File: src/rtl/accel_resp_pkg.sv
// Shared constants, register map and FSM states for the SPI accelerometer responder.
package accel_resp_pkg;

  localparam logic [7:0] CMD_WRITE      = 8'h0A;
  localparam logic [7:0] CMD_READ       = 8'h0B;
  localparam logic [7:0] SOFT_RESET_KEY = 8'h52;
  localparam logic [7:0] REVID          = 8'h02;
  localparam logic [7:0] POWER_CTL_RST  = 8'h00;
  localparam logic [7:0] FILTER_CTL_RST = 8'h13;

  localparam logic [5:0] ADDR_DEVID_AD  = 6'h00;
  localparam logic [5:0] ADDR_DEVID_MST = 6'h01;
  localparam logic [5:0] ADDR_PARTID    = 6'h02;
  localparam logic [5:0] ADDR_REVID     = 6'h03;
  localparam logic [5:0] ADDR_XDATA     = 6'h08;
  localparam logic [5:0] ADDR_YDATA     = 6'h09;
  localparam logic [5:0] ADDR_ZDATA     = 6'h0A;
  localparam logic [5:0] ADDR_STATUS    = 6'h0B;
  localparam logic [5:0] ADDR_XDATA_L   = 6'h0E;
  localparam logic [5:0] ADDR_XDATA_H   = 6'h0F;
  localparam logic [5:0] ADDR_YDATA_L   = 6'h10;
  localparam logic [5:0] ADDR_YDATA_H   = 6'h11;
  localparam logic [5:0] ADDR_ZDATA_L   = 6'h12;
  localparam logic [5:0] ADDR_ZDATA_H   = 6'h13;
  localparam logic [5:0] ADDR_SOFT_RST  = 6'h1F;
  localparam logic [5:0] ADDR_FILTER    = 6'h2C;
  localparam logic [5:0] ADDR_POWER     = 6'h2D;

  typedef enum logic [2:0] {IDLE, CMD, ADDR, RD, WR, IGNORE} state_e;

  typedef struct packed {
    logic [11:0] x;
    logic [11:0] y;
    logic [11:0] z;
  } accel_sample_t;

  // Upper byte of a 12-bit sample as the part presents it: sign-extended nibble.
  function automatic logic [7:0] sext_hi(input logic [11:0] v);
    return {{4{v[11]}}, v[11:8]};
  endfunction

endpackage

File: src/rtl/spi_edge_sync.sv
// Synchronizes sclk/ss/mosi into the system clock and flags sclk and ss edges.
module spi_edge_sync #(
  parameter int SYNC_STAGES = 2
) (
  input  logic clock,
  input  logic reset,
  input  logic sclk,
  input  logic ss,
  input  logic mosi,
  output logic sclk_rise,
  output logic sclk_fall,
  output logic ss_fall,
  output logic ss_rise,
  output logic ss_n_s,
  output logic mosi_s
);

  localparam int NSIG = 3;  // 0: sclk, 1: ss, 2: mosi

  logic [NSIG-1:0]                  pins;
  logic [NSIG-1:0][SYNC_STAGES-1:0] sync_q;
  logic [1:0]                       dly_q;
  logic                             sclk_s;

  assign pins = {mosi, ss, sclk};

  // ss resets to "selected" so a transaction already running at reset release
  // never produces an ss_fall; only a genuine new select restarts decoding.
  always_ff @(posedge clock) begin
    if (reset) begin
      sync_q <= '0;
      dly_q  <= '0;
    end else begin
      for (int i = 0; i < NSIG; i++)
        sync_q[i] <= {sync_q[i][SYNC_STAGES-2:0], pins[i]};
      dly_q <= {sync_q[1][SYNC_STAGES-1], sync_q[0][SYNC_STAGES-1]};
    end
  end

  assign sclk_s    = sync_q[0][SYNC_STAGES-1];
  assign ss_n_s    = sync_q[1][SYNC_STAGES-1];
  assign mosi_s    = sync_q[2][SYNC_STAGES-1];
  assign sclk_rise =  sclk_s & ~dly_q[0];
  assign sclk_fall = ~sclk_s &  dly_q[0];
  assign ss_fall   = ~ss_n_s &  dly_q[1];
  assign ss_rise   =  ss_n_s & ~dly_q[1];

endmodule

File: src/rtl/spi_accel_responder.sv
// SPI mode-0 slave emulating an ADXL362 register subset, oversampled on the system clock.
module spi_accel_responder
  import accel_resp_pkg::*;
#(
  parameter int         SYNC_STAGES = 2,
  parameter logic [7:0] DEVID_AD    = 8'hAD,
  parameter logic [7:0] DEVID_MST   = 8'h1D,
  parameter logic [7:0] PARTID      = 8'hF2
) (
  input  logic        clock,
  input  logic        reset,
  input  logic        sclk,
  input  logic        ss,
  input  logic        mosi,
  output logic        miso,
  input  logic [11:0] accel_x,
  input  logic [11:0] accel_y,
  input  logic [11:0] accel_z,
  output logic [7:0]  power_ctl,
  output logic [7:0]  filter_ctl,
  output logic        measuring,
  output logic        err_cmd
);

  logic sclk_rise, sclk_fall, ss_fall, ss_rise, ss_n_s, mosi_s;

  spi_edge_sync #(.SYNC_STAGES(SYNC_STAGES)) u_sync (
    .clock     (clock),
    .reset     (reset),
    .sclk      (sclk),
    .ss        (ss),
    .mosi      (mosi),
    .sclk_rise (sclk_rise),
    .sclk_fall (sclk_fall),
    .ss_fall   (ss_fall),
    .ss_rise   (ss_rise),
    .ss_n_s    (ss_n_s),
    .mosi_s    (mosi_s)
  );

  state_e        state_q, state_d;
  logic [2:0]    bitcnt;
  logic [6:0]    rx_sr;
  logic [7:0]    rx_byte;
  logic [7:0]    tx_sr;
  logic [7:0]    rd_data;
  logic [5:0]    addr;
  logic          is_read;
  logic          err_d;
  logic          wr_en;
  logic          shift_ok;
  logic          byte_done;
  accel_sample_t snap;

  assign rx_byte   = {rx_sr, mosi_s};
  assign byte_done = sclk_rise && (bitcnt == 3'd7);
  // ss_fall wins over any coincident sclk edge; ss_rise already implies ss_n_s.
  assign shift_ok  = !ss_n_s && !ss_fall && (state_q != IDLE);
  assign measuring = (power_ctl[1:0] == 2'b10);
  assign miso      = (state_q == RD) ? tx_sr[7] : 1'b0;

  always_comb begin
    state_d = state_q;
    err_d   = 1'b0;
    wr_en   = 1'b0;
    if (ss_fall) begin
      state_d = CMD;
    end else if (ss_rise) begin
      state_d = IDLE;
    end else if (shift_ok && byte_done) begin
      case (state_q)
        CMD: begin
          if (rx_byte == CMD_READ || rx_byte == CMD_WRITE) begin
            state_d = ADDR;
          end else begin
            state_d = IGNORE;
            err_d   = 1'b1;
          end
        end
        ADDR:    state_d = is_read ? RD : WR;
        WR:      wr_en   = 1'b1;
        default: ;
      endcase
    end
  end

  always_comb begin
    rd_data = 8'h00;
    case (addr)
      ADDR_DEVID_AD:  rd_data = DEVID_AD;
      ADDR_DEVID_MST: rd_data = DEVID_MST;
      ADDR_PARTID:    rd_data = PARTID;
      ADDR_REVID:     rd_data = REVID;
      ADDR_XDATA:     rd_data = snap.x[11:4];
      ADDR_YDATA:     rd_data = snap.y[11:4];
      ADDR_ZDATA:     rd_data = snap.z[11:4];
      ADDR_STATUS:    rd_data = {7'b0, measuring};
      ADDR_XDATA_L:   rd_data = snap.x[7:0];
      ADDR_XDATA_H:   rd_data = sext_hi(snap.x);
      ADDR_YDATA_L:   rd_data = snap.y[7:0];
      ADDR_YDATA_H:   rd_data = sext_hi(snap.y);
      ADDR_ZDATA_L:   rd_data = snap.z[7:0];
      ADDR_ZDATA_H:   rd_data = sext_hi(snap.z);
      ADDR_FILTER:    rd_data = filter_ctl;
      ADDR_POWER:     rd_data = power_ctl;
      default:        rd_data = 8'h00;
    endcase
  end

  always_ff @(posedge clock) begin
    if (reset) begin
      state_q    <= IDLE;
      bitcnt     <= 3'd0;
      rx_sr      <= '0;
      tx_sr      <= '0;
      addr       <= '0;
      is_read    <= 1'b0;
      snap       <= '0;
      power_ctl  <= POWER_CTL_RST;
      filter_ctl <= FILTER_CTL_RST;
      err_cmd    <= 1'b0;
    end else begin
      state_q <= state_d;
      err_cmd <= err_d;
      if (ss_fall) begin
        snap   <= '{x: accel_x, y: accel_y, z: accel_z};
        bitcnt <= 3'd0;
        tx_sr  <= '0;
      end else if (ss_rise) begin
        bitcnt <= 3'd0;
        tx_sr  <= '0;
      end else if (shift_ok) begin
        if (sclk_rise) begin
          rx_sr  <= rx_byte[6:0];
          bitcnt <= bitcnt + 3'd1;
        end
        if (byte_done) begin
          case (state_q)
            CMD:     is_read <= (rx_byte == CMD_READ);
            ADDR:    addr    <= rx_byte[5:0];
            WR:      addr    <= addr + 6'd1;
            default: ;
          endcase
        end
        // Loading on the fall that precedes a byte puts bit 7 on miso before its first rise.
        if (sclk_fall && state_q == RD) begin
          if (bitcnt == 3'd0) begin
            tx_sr <= rd_data;
            addr  <= addr + 6'd1;
          end else begin
            tx_sr <= {tx_sr[6:0], 1'b0};
          end
        end
      end
      if (wr_en) begin
        case (addr)
          ADDR_FILTER: filter_ctl <= rx_byte;
          ADDR_POWER:  power_ctl  <= rx_byte;
          ADDR_SOFT_RST: begin
            if (rx_byte == SOFT_RESET_KEY) begin
              power_ctl  <= POWER_CTL_RST;
              filter_ctl <= FILTER_CTL_RST;
            end
          end
          default: ;
        endcase
      end
    end
  end

endmodule

File: config.mk
export PLATFORM = sky130hd
export DESIGN_NAME = spi_accel_responder
export DESIGN_NICKNAME = d
export VERILOG_FILES = /design/src/rtl/accel_resp_pkg.sv /design/src/rtl/spi_edge_sync.sv /design/src/rtl/spi_accel_responder.sv
export SDC_FILE = /design/constraint.sdc
export NUM_CORES = 1
export LEC_CHECK = 0
export ABC_AREA = 1
export CAP_MARGIN = 40
export CORE_UTILIZATION = 35
export DETAILED_ROUTE_END_ITERATION = 7
export PLACE_DENSITY = 0.66
export SYNTH_ARGS = -nofsm -noshare
export SYNTH_HDL_FRONTEND = slang
export SYNTH_SLANG_ARGS = --single-unit
File: constraint.sdc
create_clock -name clock -period 3.35 [get_ports clock]
set_clock_uncertainty 0.05 [all_clocks]
set_input_delay 0.67 -clock clock [delete_from_list [all_inputs] [get_ports clock]]
set_output_delay 0.67 -clock clock [all_outputs]
set_load 0.005 [all_outputs]
# After elaboration in Yosys (flattened, before gate mapping)
# Index checks and enable logic that the tools add are counted.
# classes
n_addsub	2
n_eq_ne	26
mux	22
bitwise_logic	12
n_reduce_logical	27
# ops
operator	count
8-bit one-hot mux with 16 select lines	1
6-bit by 4-bit equality test with 1-bit output, second input constant	6
8-bit one-hot mux with 2 select lines	2
6-bit by 5-bit equality test with 1-bit output, second input constant	5
8-bit two-way mux	3
6-bit two-way mux	3
8-bit by 4-bit equality test with 1-bit output, second input constant	2
6-bit by 2-bit equality test with 1-bit output, second input constant	2
6-bit equality test, second input constant	2
6-bit one-hot mux with 2 select lines	1
1-bit two-way mux	9
3-bit AND reduction	3
8-bit by 7-bit equality test with 1-bit output, second input constant	1
1-bit inverter	8
2-bit AND reduction	4
6-bit by 1-bit adder with 6-bit output, second input constant	1
3-bit by 2-bit equality test with 1-bit output, second input constant	2
3-bit equality test, second input constant	2
6-bit by 1-bit equality test with 1-bit output, second input constant	1
6-bit zero test	1
3-bit two-way mux	2
3-bit one-hot mux with 2 select lines	1
2-bit nonzero test	3
3-bit nonzero test	2
14 further kinds	22
# totals
register_bits	89
inputBits	41
elab_cells	106

# Logic depth before layout (Yosys ltp)
# Gate-level depths: netlist of the first run.
# depth
ltp_word	10
mapped_depth	13
ltp_nobuf	12

# By module
# Synthesis of the first run repeated with hierarchy kept, for this count alone.
# hier_totals
cells_unflattened	730
area_unflattened_um2	4631.9
# modules_own_cells
mod	n_inst	cells_per_inst	area_each_um2	seq_area_each_um2
spi_accel_responder	1	699	4377.9	1621.6
spi_edge_sync	1	31	254.0	160.2

# Worst setup path before layout of the first run
# No wires, ideal clock.
# synth_timing
kind	reg2reg
start	register addr[0]
end	register filter_ctl[0]
setup_ns	0.127
arrival_ns	1.587
required_time_ns	3.173
setup_slack_ns	1.586
stages_incl_launch_ff	11
n_path_buf	1
period_less_slack_ns	1.764
cell_sequence	dfxtp_1 > inv_1 > ha_1 > inv_1 > nor3_1 > nor2_1 > inv_2 > nand3_4 > buf_6 > nand2_1 > nand3_1
# synth_via
elab_chain_cells	3
elab_cells_between_ends	6
# synth_rtl
item	line_no	text
from (decl)	spi_accel_responder.sv:47	logic [5:0] addr;
from (signal assigned)	spi_accel_responder.sv:140	ADDR: addr <= rx_byte[5:0];
from (signal assigned)	spi_accel_responder.sv:141	WR: addr <= addr + 6'd1;
from (signal assigned)	spi_accel_responder.sv:149	addr <= addr + 6'd1;
6-bit by 5-bit equality test with 1-bit output or 6-bit equality test (tied branches)	spi_accel_responder.sv:156	case (addr)
2-bit != test (no line) or 2-bit nonzero test (tied branches)	--	
3-bit AND reduction (no line)	--	
to (signal assigned)	spi_accel_responder.sv:157	ADDR_FILTER: filter_ctl <= rx_byte;
to (decl)	spi_accel_responder.sv:20	output logic [7:0] filter_ctl,
# Parallel ways exist; a longest one is shown, timed or not.
# A chain may end at the register's enable or synchronous reset.

# Final worst setup path of the first run
# layout_timing
start	register addr[0]
end	register tx_sr[3]
# layout_via
elab_chain_cells	3
elab_cells_between_ends	18
# layout_rtl
item	line_no	text
6-bit equality test, or another cell as far along	spi_accel_responder.sv:89	case (addr)
8-bit one-hot mux with 16 select lines *	spi_accel_responder.sv:89	
8-bit two-way mux *	spi_accel_responder.sv:147	if (bitcnt == 3'd0) begin
to (signal assigned)	spi_accel_responder.sv:148	tx_sr <= rd_data;
to (signal assigned)	spi_accel_responder.sv:151	tx_sr <= {tx_sr[6:0], 1'b0};
to (decl)	spi_accel_responder.sv:45	logic [7:0] tx_sr;
# Every way passes the cells marked *; elsewhere a longest branch is shown, timed or not.

==> results of run 1 <==
-- cell usage in the layout, fill, tap and decap left out --
| cell | n |
|---|---|
| clkinv_1 | 2 |
| inv_2 | 4 |
| a31oi_1 | 2 |
| o21ai_0 | 65 |
| buf_4 | 6 |
| o2111ai_1 | 1 |
| clkinvlp_4 | 1 |
| nor2_4 | 3 |
| nand2_1 | 156 |
| nand3_2 | 1 |
| nor3_2 | 2 |
| o211ai_1 | 11 |
| bufinv_16 | 2 |
| ha_1 | 10 |
| or2_4 | 1 |
| nand3_4 | 1 |
| nor4_1 | 1 |
| inv_1 | 76 |
| o21ai_1 | 1 |
| a21oi_2 | 1 |
| o21ai_2 | 1 |
| clkbuf_8 | 2 |
| nor2_1 | 155 |
| nor3_4 | 1 |
| clkbuf_16 | 9 |
| dfxtp_1 | 89 |
| or2_2 | 1 |
| nand2_2 | 1 |
| clkinv_2 | 2 |
| o22ai_1 | 1 |
| nand4_1 | 34 |
| a21oi_1 | 37 |
| nand2_4 | 1 |
| nand3_1 | 45 |
| nor2_2 | 2 |
| nor3_1 | 8 |
| clkdlybuf4s50_1 | 59 |
-- cells in the mapped netlist, types with 2 or more instances --
library cell	count	area (um2)
buf_4	2	15.0
inv_2	4	15.0
nand4_1	34	213
a31oi_1	2	12.5
buf_2	7	35.0
nor3_2	2	20.0
nand3_1	45	225
inv_1	76	285
clkinv_1	2	7.51
o21ai_0	65	325
ha_1	10	125
a21oi_1	37	185
dfxtp_1	89	1780
nor3_1	8	40.0
o211ai_1	11	82.6
nand2_1	156	586
buf_6	2	22.5
clkbuf_1	18	67.6
nor2_2	2	12.5
nor2_1	155	582
nor2_4	3	33.8
-- worst min-delay path by stage --
stage / startpoint / endpoint / slack [ns]
2_1_floorplan: u_sync.sync_q[4]$_SDFF_PP0_ / u_sync.mosi_s$_SDFF_PP0_ / 0.34
3_3_place_gp: u_sync.sync_q[4]$_SDFF_PP0_ / u_sync.mosi_s$_SDFF_PP0_ / 0.34
3_5_place_dp: u_sync.sync_q[4]$_SDFF_PP0_ / u_sync.mosi_s$_SDFF_PP0_ / 0.34
4_1_cts: u_sync.sync_q[4]$_SDFF_PP0_ / u_sync.mosi_s$_SDFF_PP0_ / 0.35
5_1_grt: u_sync.sync_q[4]$_SDFF_PP0_ / u_sync.mosi_s$_SDFF_PP0_ / 0.36
6_report: u_sync.sync_q[4]$_SDFF_PP0_ / u_sync.mosi_s$_SDFF_PP0_ / 0.35
-- metrics by stage --
stage	hold slack, ns	utilization, %	instance area (um2)	setup slack [ns]
3_5_place_dp	0.343	41.4	5510	1.06
4_1_cts	0.351	43.9	5840	1.05
3_3_place_gp	0.341	41.4	5510	1.04
6_report	0.350	43.9	5840	0.956
2_1_floorplan	0.338	-	4800	1.59
5_1_grt	0.364	43.9	5840	0.721
-- registers in the layout, indices dropped and copies added (netlist names), 2 cells and up --
| name | flops |
|---|---|
| snap | 36 |
| filter_ctl | 8 |
| power_ctl | 8 |
| tx_sr | 8 |
| rx_sr | 7 |
| addr | 6 |
| bitcnt | 3 |
| state_q | 3 |
| u_sync.sync_q | 3 |
| u_sync.dly_q | 2 |
-- worst max-delay path: stages, from the launching register on --
cell and delay, ns:
dfxtp_1 0.37, inv_1 0.13, ha_1 0.58, inv_1 0.09, nor2_1 0.33, nand2_1 0.14, o21ai_0 0.27, nor2_1 0.10
nand2_1 0.08, o21ai_1 0.06, a21oi_1 0.12
-- cell families after synthesis --
kind of cell | after synthesis | share of synthesized area (%)
flip-flops | 89 | 37.2
adder cells (fa/ha/maj) | 10 | 2.61
AND/OR/NAND/NOR | 413 | 37.4
AO/OA/AOI/OAI | 120 | 13.4
buffers and inverters | 112 | 9.42
-- power by group through the flow --
stage | combinational (W) | sequential [W] | clock [W]
after global placement | 0.000180 | 0.00112 | 0
after detailed placement | 0.000180 | 0.00112 | 0
final | 0.000182 | 0.00110 | 0.00111
after floorplan | 0.000107 | 0.00112 | 0
after global routing | 0.000204 | 0.00110 | 0.00118
after CTS | 0.000181 | 0.00110 | 0.00113
-- layer usage --
layer	track usage, %	wire length [um]	part of all wire, %
met4	9.73	328	2.5
met1	25.6	6120	47
met5	0	0	0
met2	29.2	5570	42
met3	5.65	1100	8.4
-- layout make-up --
cell class | count | area (um2)
multi-input cells | 543 | 2560
inverters | 82 | 308
clock inverters | 5 | 77.6
clock buffers | 11 | 253
well taps | 176 | 220
repair buffers | 65 | 636
fillers | 1434 | 7460
flip-flops and latches | 89 | 1780
==> results.py, run 1 <==
metrics = {
    "clock_tree": {
        "cts_hold_buf": 0,
        "cts-resized-gates": 0,
        "cts.sink_count": 89,
        "postCtsSetupBuffers": 0,
        "cts_tree": "yes",
        "clkTransAtPathRegs_ns": 0.06,
        "cts_root_buf": "clkbuf_16",
        "cts_buffers": 9,
        "clockBufferDepth": 2,
        "insertion_delay_ns": 0.35,
        "cts_max_level": 3,
    },
    "routing": {
        "wl_um": 13100,
        "drtIter0Drc": 446,
        "drc": 0,
        "num_vias": 4903,
        "antenna_left": 0,
        "firstDrtPassIters": 5,
        "wl_per_cell_um": 13.5,
        "vias_per_cell": 5.05,
    },
    "synth": {
        "yosysSeqAreaShare_pct": 37.2,
        "synth_edf_count": 0,
        "syn_avg_cell_area_um2": 6.45,
        "syn_nets": 795,
        "synthDistinctLibCells": 35,
        "synth_flop_cell": "dfxtp_1",
        "synth_seq_cells": 89,
        "synthArstFlopShare_pct": 0,
        "synth_area_mm2": 0.00480,
        "synthCells": 744,
        "synth_warnings": 0,
    },
    "setup_path": {
        "r2r_slack_ns": 0.96,
        "reg2reg_from": "addr[0]$_SDFFE_PP0P_",
        "crit_path_start": "addr[0]$_SDFFE_PP0P_",
        "start_kind": "flip-flop",
        "arrival_ns": 2.62,
        "r2r_cells": 10,
        "crit_type": "reg2reg",
        "crit_fanout": 16,
        "crit_required_ns": 3.58,
        "r2r-end": "tx_sr[3]$_SDFFE_PP0P_",
        "end_kind": "flip-flop",
        "critPathCapture": "tx_sr[3]$_SDFFE_PP0P_",
    },
    "floorplan": {
        "die_y_um": 119,
        "die_x_um": 119,
        "initial_core_util_pct": 36.1,
        "dieArea_mm2": 0.0142,
        "core-area_mm2": 0.0133,
        "pin_count": 60,
        "num_rows": 42,
    },
    "sta": {
        "setup-tns-final_ns": 0,
        "rsz0062_at_grt": "no",
        "relSlewSlack_pct": 44.8,
        "min_period_over_period_pct": 71.5,
        "finalHoldViolCount": 0,
        "fmax_ghz": 0.418,
        "drv_slew": 0,
        "worstMarginPinSlew_ns": 0.825,
        "finalSetupViolCount": 0,
        "finalCriticalPeriod_ns": 2.39,
    },
    "global_routing": {
        "grt_max_degree": 64,
        "gr-usage-all-layers_pct": 19.6,
        "grt_remaining_overflow": 0,
        "grt_pass1_vias": 4525,
        "antenna_found_initial": 0,
        "grt_pass1_wl_um": 21900,
    },
    "worst_hold_path": {
        "hold_path_depth": 2,
        "hp-class": "reg2reg",
    },
    "finish": {
        "syn_to_final_growth_pct": 21.7,
        "layout.nets": 841,
        "stdcell_count": 971,
        "drive_above_1_share_pct": 5.28,
        "n_antenna_cell": 0,
    },
    "power": {
        "seq_power_share_pct": 46.0,
        "pwr-share-comb_pct": 7.6,
        "ir_drop_mv": 0.238,
        "power_w": 0.00240,
        "power.leakage_nw": 2.64,
        "clkPwrFrac_pct": 46.4,
        "p_sw_w": 0.000545,
        "swShare_pct": 22.7,
        "power_density_mw_per_mm2": 410,
        "internal_power_w": 0.00185,
    },
    "place": {
        "hpwlAfterDp_um": 9770,
        "post-place-cells": 955,
        "io_buffer_count": 59,
        "place.gp.congestion": 0.953,
    },
    "outcome": {
        "status": "finished clean",
    },
    "job": {
        "drv_cap": 0,
    },
}
Power figures use the tool's default switching activity.
==> inputs of run 2 (changes only) <==
clock period = 2.5 ns   (was 3.35 ns; I/O delays follow)
==> run 2 against run 1 <==
Against the previous run:
- critical path depth is 6 lower
- flip-flop and latch count stayed put
- sequential power is 35% higher
- final cell count is 0.93% higher
- count of clock-buffer cells in the layout is 2 higher
- worst setup slack worse by 0.55 ns
- via count is 0.35% higher
- wire length is 2.8% higher
- first-iteration DRC count is 1.8% higher
- core utilization is 0.21 points higher
- non-clock buffer count is 9 higher
==> results.py, run 2 (same netlist as run 1, synthesis figures left out) <==
metrics = {
    "finish": {
        "seq_area_mm2": 0.00178,
        "n_antenna_cell": 0,
        "largest_register": "snap",
        "layout.nets": 850,
        "design_area_mm2": 0.00587,
        "final_cell_mix": "nand2_1 (156), nor2_1 (155), dfxtp_1 (89), inv_1 (76), o21ai_0 (65)",
        "multi_input_area_mm2": 0.00256,
        "largest_reg_flops": 36,
        "syn_to_final_growth_pct": 22.3,
        "drive_above_1_share_pct": 5.97,
        "fillers": 1405,
        "final_common_cell": "nand2_1",
    },
    "power": {
        "internal_power_w": 0.00236,
        "seq_power_share_pct": 48.1,
        "p_sw_w": 0.000709,
        "swShare_pct": 23.1,
        "power_density_mw_per_mm2": 523,
        "power_w": 0.00307,
        "clkPwrFrac_pct": 43.6,
        "ir_drop_mv": 0.286,
        "pwr-share-comb_pct": 8.2,
        "power.leakage_nw": 2.67,
    },
    "routing": {
        "firstDrtPassIters": 5,
        "num_vias": 4920,
        "drtIter0Drc": 454,
        "antenna_left": 0,
        "wl_per_cell_um": 13.8,
        "wl_um": 13500,
        "vias_per_cell": 5.02,
        "drc": 0,
    },
    "global_routing": {
        "grt_pass1_vias": 4467,
        "antenna_found_initial": 0,
        "grt_max_degree": 40,
        "gr-usage-all-layers_pct": 20.0,
        "grt_pass1_wl_um": 22500,
        "grt_remaining_overflow": 0,
    },
    "clock_tree": {
        "cts.sink_count": 89,
        "cts_tree": "yes",
        "clockBufferDepth": 2,
        "cts_buffers": 9,
        "postCtsSetupBuffers": 0,
        "cts_hold_buf": 0,
        "cts-resized-gates": 0,
        "cts_max_level": 3,
        "insertion_delay_ns": 0.35,
        "cts_root_buf": "clkbuf_16",
        "clkTransAtPathRegs_ns": 0.06,
    },
    "setup_path": {
        "end_kind": "output pin",
        "crit_type": "reg2out",
        "slowest_stage": "clkdlybuf4s50_1",
        "start_kind": "flip-flop",
        "cp_cell_sequence": "inv_1 -> nand3_1 -> nor2_1 -> clkdlybuf4s50_1",
        "critPathMaxStageDelay_ns": 0.52,
        "crit_fanout": 6,
        "crit_required_ns": 1.95,
        "arrival_ns": 1.54,
    },
    "floorplan": {
        "die_y_um": 119,
        "core-area_mm2": 0.0133,
        "dieArea_mm2": 0.0142,
        "num_rows": 42,
        "die_x_um": 119,
        "initial_core_util_pct": 36.1,
        "pin_count": 60,
    },
    "place": {
        "place.gp.congestion": 0.958,
        "io_buffer_count": 59,
        "hpwlAfterDp_um": 10200,
        "post_dp_cell_area_mm2": 0.00558,
    },
    "sta": {
        "fmax_ghz": 0.478,
        "drv_slew": 0,
        "relSlewSlack_pct": 63.1,
        "setup-tns-final_ns": 0,
        "finalSetupViolCount": 0,
        "finalHoldViolCount": 0,
        "worstMarginPinSlew_ns": 0.551,
        "rsz0062_at_grt": "no",
        "finalCriticalPeriod_ns": 2.09,
        "min_period_over_period_pct": 83.7,
    },
    "outcome": {
        "status": "finished clean",
    },
    "worst_hold_path": {
        "hp-class": "reg2reg",
    },
    "job": {
        "drv_cap": 0,
    },
}
==> run 2: cell count changes in the layout (fill, tap and decap cells not counted) <==
cell	delta
buf_4	+9
clkbuf_1	+3
bufinv_16	-1
clkbuf_8	-1
clkinvlp_4	-1
==> run 2: final cells by class <==
class                           instances  area share (%)
Multi-Input combinational cell        543            43.7
Sequential cell                        89            30.4
Timing Repair Buffer                   74            12.0
Inverter                               82            5.25
Clock buffer                           13            4.27
Tap cell                              176            3.75
Clock inverter                          3           0.683
==> run 2: power groups by stage <==
stage / Combinational, W / Sequential (W) / Clock [W]
2_1_floorplan: 0.000144 / 0.00149 / 0
3_3_place_gp: 0.000250 / 0.00151 / 0
3_5_place_dp: 0.000251 / 0.00151 / 0
4_1_cts: 0.000253 / 0.00148 / 0.00137
5_1_grt: 0.000284 / 0.00148 / 0.00143
6_report: 0.000253 / 0.00148 / 0.00134
==> run 2: per-stage QoR <==
step                hold slack [ns]  instances  util [%]  worst slack (ns)
global route                  0.379        980      44.1             0.239
global placement              0.341        964      41.9             0.498
floorplan                     0.338        744         -             0.736
detailed placement            0.345        964      41.9             0.502
CTS                           0.353        980      44.1             0.362
finish                        0.350        980      44.1             0.407
==> run 2: routing by layer <==
metal	routed length [um]	part of all wire, %	vias to the layer above	GRT usage (%)
met5	0	0	-	0
met4	214	1.6	0	6.41
met3	996	7.4	16	4.69
met2	5760	43	178	29.8
met1	6500	48	2206	28.2
li1	-	-	2520	-
==> run 2: path summary, 6_finish.rpt <==
check	cells past startpoint	from	endpoint	slack, ns
worst min-delay path	2	u_sync.sync_q[4]$_SDFF_PP0_	u_sync.mosi_s$_SDFF_PP0_	0.35
worst max register to register	12	addr[0]$_SDFFE_PP0P_	tx_sr[2]$_SDFFE_PP0P_	0.45
worst min register to register	2	u_sync.sync_q[4]$_SDFF_PP0_	u_sync.mosi_s$_SDFF_PP0_	0.35
worst max-delay path	4	state_q[2]$_SDFFE_PP0P_	miso	0.41
==> run 2: worst max-delay path: cells and delay by family (launching register included) <==
family	cells	cell delay (ns)
buffers and inverters	2	0.61
flip-flops	1	0.36
AND/OR/NAND/NOR	2	0.23
==> inputs of run 3 (changes only) <==
clock period = 2.1 ns   (was 2.5 ns; I/O delays follow)
==> run 3 against run 2 <==
Against the previous run:
- non-clock buffer count is 6 higher
- clock power rose by 27%
- first-iteration DRC count rose by 22%
- combinational power is 23% higher
- final area increased by 1.9%
- critical path type unchanged
- count of clock-buffer cells in the layout fell by 1
- wire length is 2.3% higher
- worst setup slack lost 0.29 ns
==> results.py, run 3 (same netlist as run 1, synthesis figures left out) <==
metrics = {
    "worst_hold_path": {
        "holdPathEnd": "u_sync.mosi_s$_SDFF_PP0_",
        "min_from": "u_sync.sync_q[4]$_SDFF_PP0_",
        "hp-class": "reg2reg",
        "hold_path_depth": 2,
    },
    "setup_path": {
        "cp_num_buf_inv": 2,
        "critPathMaxStageDelay_ns": 0.53,
        "r2r_slack_ns": 0.15,
        "critPathTopFamily": "buffers and inverters",
        "crit_required_ns": 1.63,
        "r2r-end": "tx_sr[7]$_SDFFE_PP0P_",
        "crit_fanout": 3,
        "r2r_cells": 11,
        "start_kind": "flip-flop",
        "reg2reg_from": "addr[4]$_SDFFE_PP0P_",
        "slowest_stage": "clkdlybuf4s50_1",
        "crit_type": "reg2out",
        "crit_path_start": "power_ctl[1]$_SDFFE_PP0P_",
        "arrival_ns": 1.51,
        "end_kind": "output pin",
        "cp_cell_sequence": "inv_1 -> nor2_2 -> clkdlybuf4s50_1",
    },
    "sta": {
        "rsz0062_at_grt": "no",
        "drv_slew": 0,
        "fin_ws_ns": 0.116,
        "finalHoldViolCount": 0,
        "finalSetupViolCount": 0,
        "setup-tns-final_ns": 0,
        "fmax_ghz": 0.504,
        "min_period_over_period_pct": 94.5,
        "finalCriticalPeriod_ns": 1.98,
        "worstMarginPinSlew_ns": 0.497,
        "relSlewSlack_pct": 66.6,
    },
    "floorplan": {
        "num_rows": 42,
        "core-area_mm2": 0.0133,
        "die_x_um": 119,
        "pin_count": 60,
        "dieArea_mm2": 0.0142,
        "initial_core_util_pct": 36.1,
        "die_y_um": 119,
    },
    "finish": {
        "syn_to_final_growth_pct": 24.6,
        "drive_above_1_share_pct": 7.90,
        "layout.nets": 856,
        "largest_reg_flops": 36,
        "largest_register": "snap",
        "n_antenna_cell": 0,
        "final_common_cell": "nand2_1",
        "design_area_mm2": 0.00598,
        "final_cell_mix": "nand2_1 (155), nor2_1 (153), dfxtp_1 (85), inv_1 (76), o21ai_0 (65)",
    },
    "power": {
        "power.leakage_nw": 2.74,
        "p_sw_w": 0.000885,
        "ir_drop_mv": 0.404,
        "pwr-share-comb_pct": 8.2,
        "power_w": 0.00377,
        "clkPwrFrac_pct": 45.1,
        "seq_power_share_pct": 46.7,
        "internal_power_w": 0.00288,
        "power_density_mw_per_mm2": 630,
        "swShare_pct": 23.5,
    },
    "routing": {
        "firstDrtPassIters": 6,
        "antenna_left": 0,
        "wl_um": 13800,
        "drc": 0,
        "vias_per_cell": 4.96,
        "wl_per_cell_um": 14.0,
        "drtIter0Drc": 556,
        "num_vias": 4893,
    },
    "place": {
        "dp_slack_ns": 0.122,
        "io_buffer_count": 59,
        "post_dp_cell_area_mm2": 0.00564,
        "hpwlAfterDp_um": 10300,
        "place.gp.congestion": 0.943,
    },
    "job": {
        "drv_cap": 0,
    },
    "clock_tree": {
        "insertion_delay_ns": 0.36,
        "cts_buffers": 9,
        "clockBufferDepth": 2,
        "clkTransAtPathRegs_ns": 0.07,
        "cts_max_level": 3,
        "cts.sink_count": 89,
        "cts_root_buf": "clkbuf_16",
        "cts_tree": "yes",
    },
    "global_routing": {
        "grt_pass1_vias": 4505,
        "antenna_found_initial": 0,
        "grt_max_degree": 64,
        "grt_pass1_wl_um": 22700,
        "grt_remaining_overflow": 0,
        "gr-usage-all-layers_pct": 20.5,
    },
    "outcome": {
        "status": "finished clean",
    },
}
==> run 3: cell count changes in the layout (fill, tap and decap cells not counted), sizes merged <==
cell,previous run,this run
clkbuf,13,12
clkinv,4,3
clkinvlp,0,2
clkdlybuf4s50,59,58
dlymetal6s2s,0,1
buf,15,21
==> run 3: per-layer routing <==
layer	wire [um]	share of wire, %	vias up	GRT usage [%]
met5	0	0	-	0
met1	6790	49	2183	28.6
li1	-	-	2545	-
met2	5920	43	150	29.8
met4	225	1.6	0	6.72
met3	855	6.2	15	5.94
==> run 3: what timing repair did <==
action | in CTS | in global routing
setup endpoints to repair | 0 | 14
resized for setup | 0 | 8
hold buffers | 0 | 0
endpoints found under the hold margin | 0 | 0
buffers inserted | 0 | 1
==> run 3: power by group through the flow <==
stage	clock, W	combinational [W]	sequential (W)
floorplan	0	0.000171	0.00178
global placement	0	0.000307	0.00179
detailed placement	0	0.000308	0.00179
CTS	0.00172	0.000310	0.00176
global route	0.00180	0.000349	0.00176
finish	0.00170	0.000310	0.00176
==> run 3: worst max-delay path by stage <==
stage / end / cells past startpoint
2_1_floorplan: filter_ctl[0]$_SDFFE_PP1P_ / 10
6_report: measuring / 3
3_5_place_dp: tx_sr[7]$_SDFFE_PP0P_ / 11
4_1_cts: miso / 4
5_1_grt: power_ctl[1]$_SDFFE_PP0P_ / 9
3_3_place_gp: tx_sr[7]$_SDFFE_PP0P_ / 11
==> run 3: layout make-up <==
type                    count  area (um2)
repair buffers             80         776
clock inverters             4        50.0
flip-flops and latches     89        1790
well taps                 176         220
clock buffers              12         267
inverters                  82         308
fillers                  1386        7320
multi-input cells         543        2570
==> run 3: tightest hold or removal path: stages (launching register included) <==
cell and delay, ns:
dfxtp_1 0.29, inv_1 0.04, nor2_1 0.03
==> run 3: metrics by stage <==
stage	util, %	instances	hold WS [ns]
2_1_floorplan	-	744	0.338
3_3_place_gp	42.4	969	0.340
3_5_place_dp	42.4	969	0.348
4_1_cts	44.8	985	0.357
5_1_grt	45.0	986	0.382
6_report	45.0	986	0.353
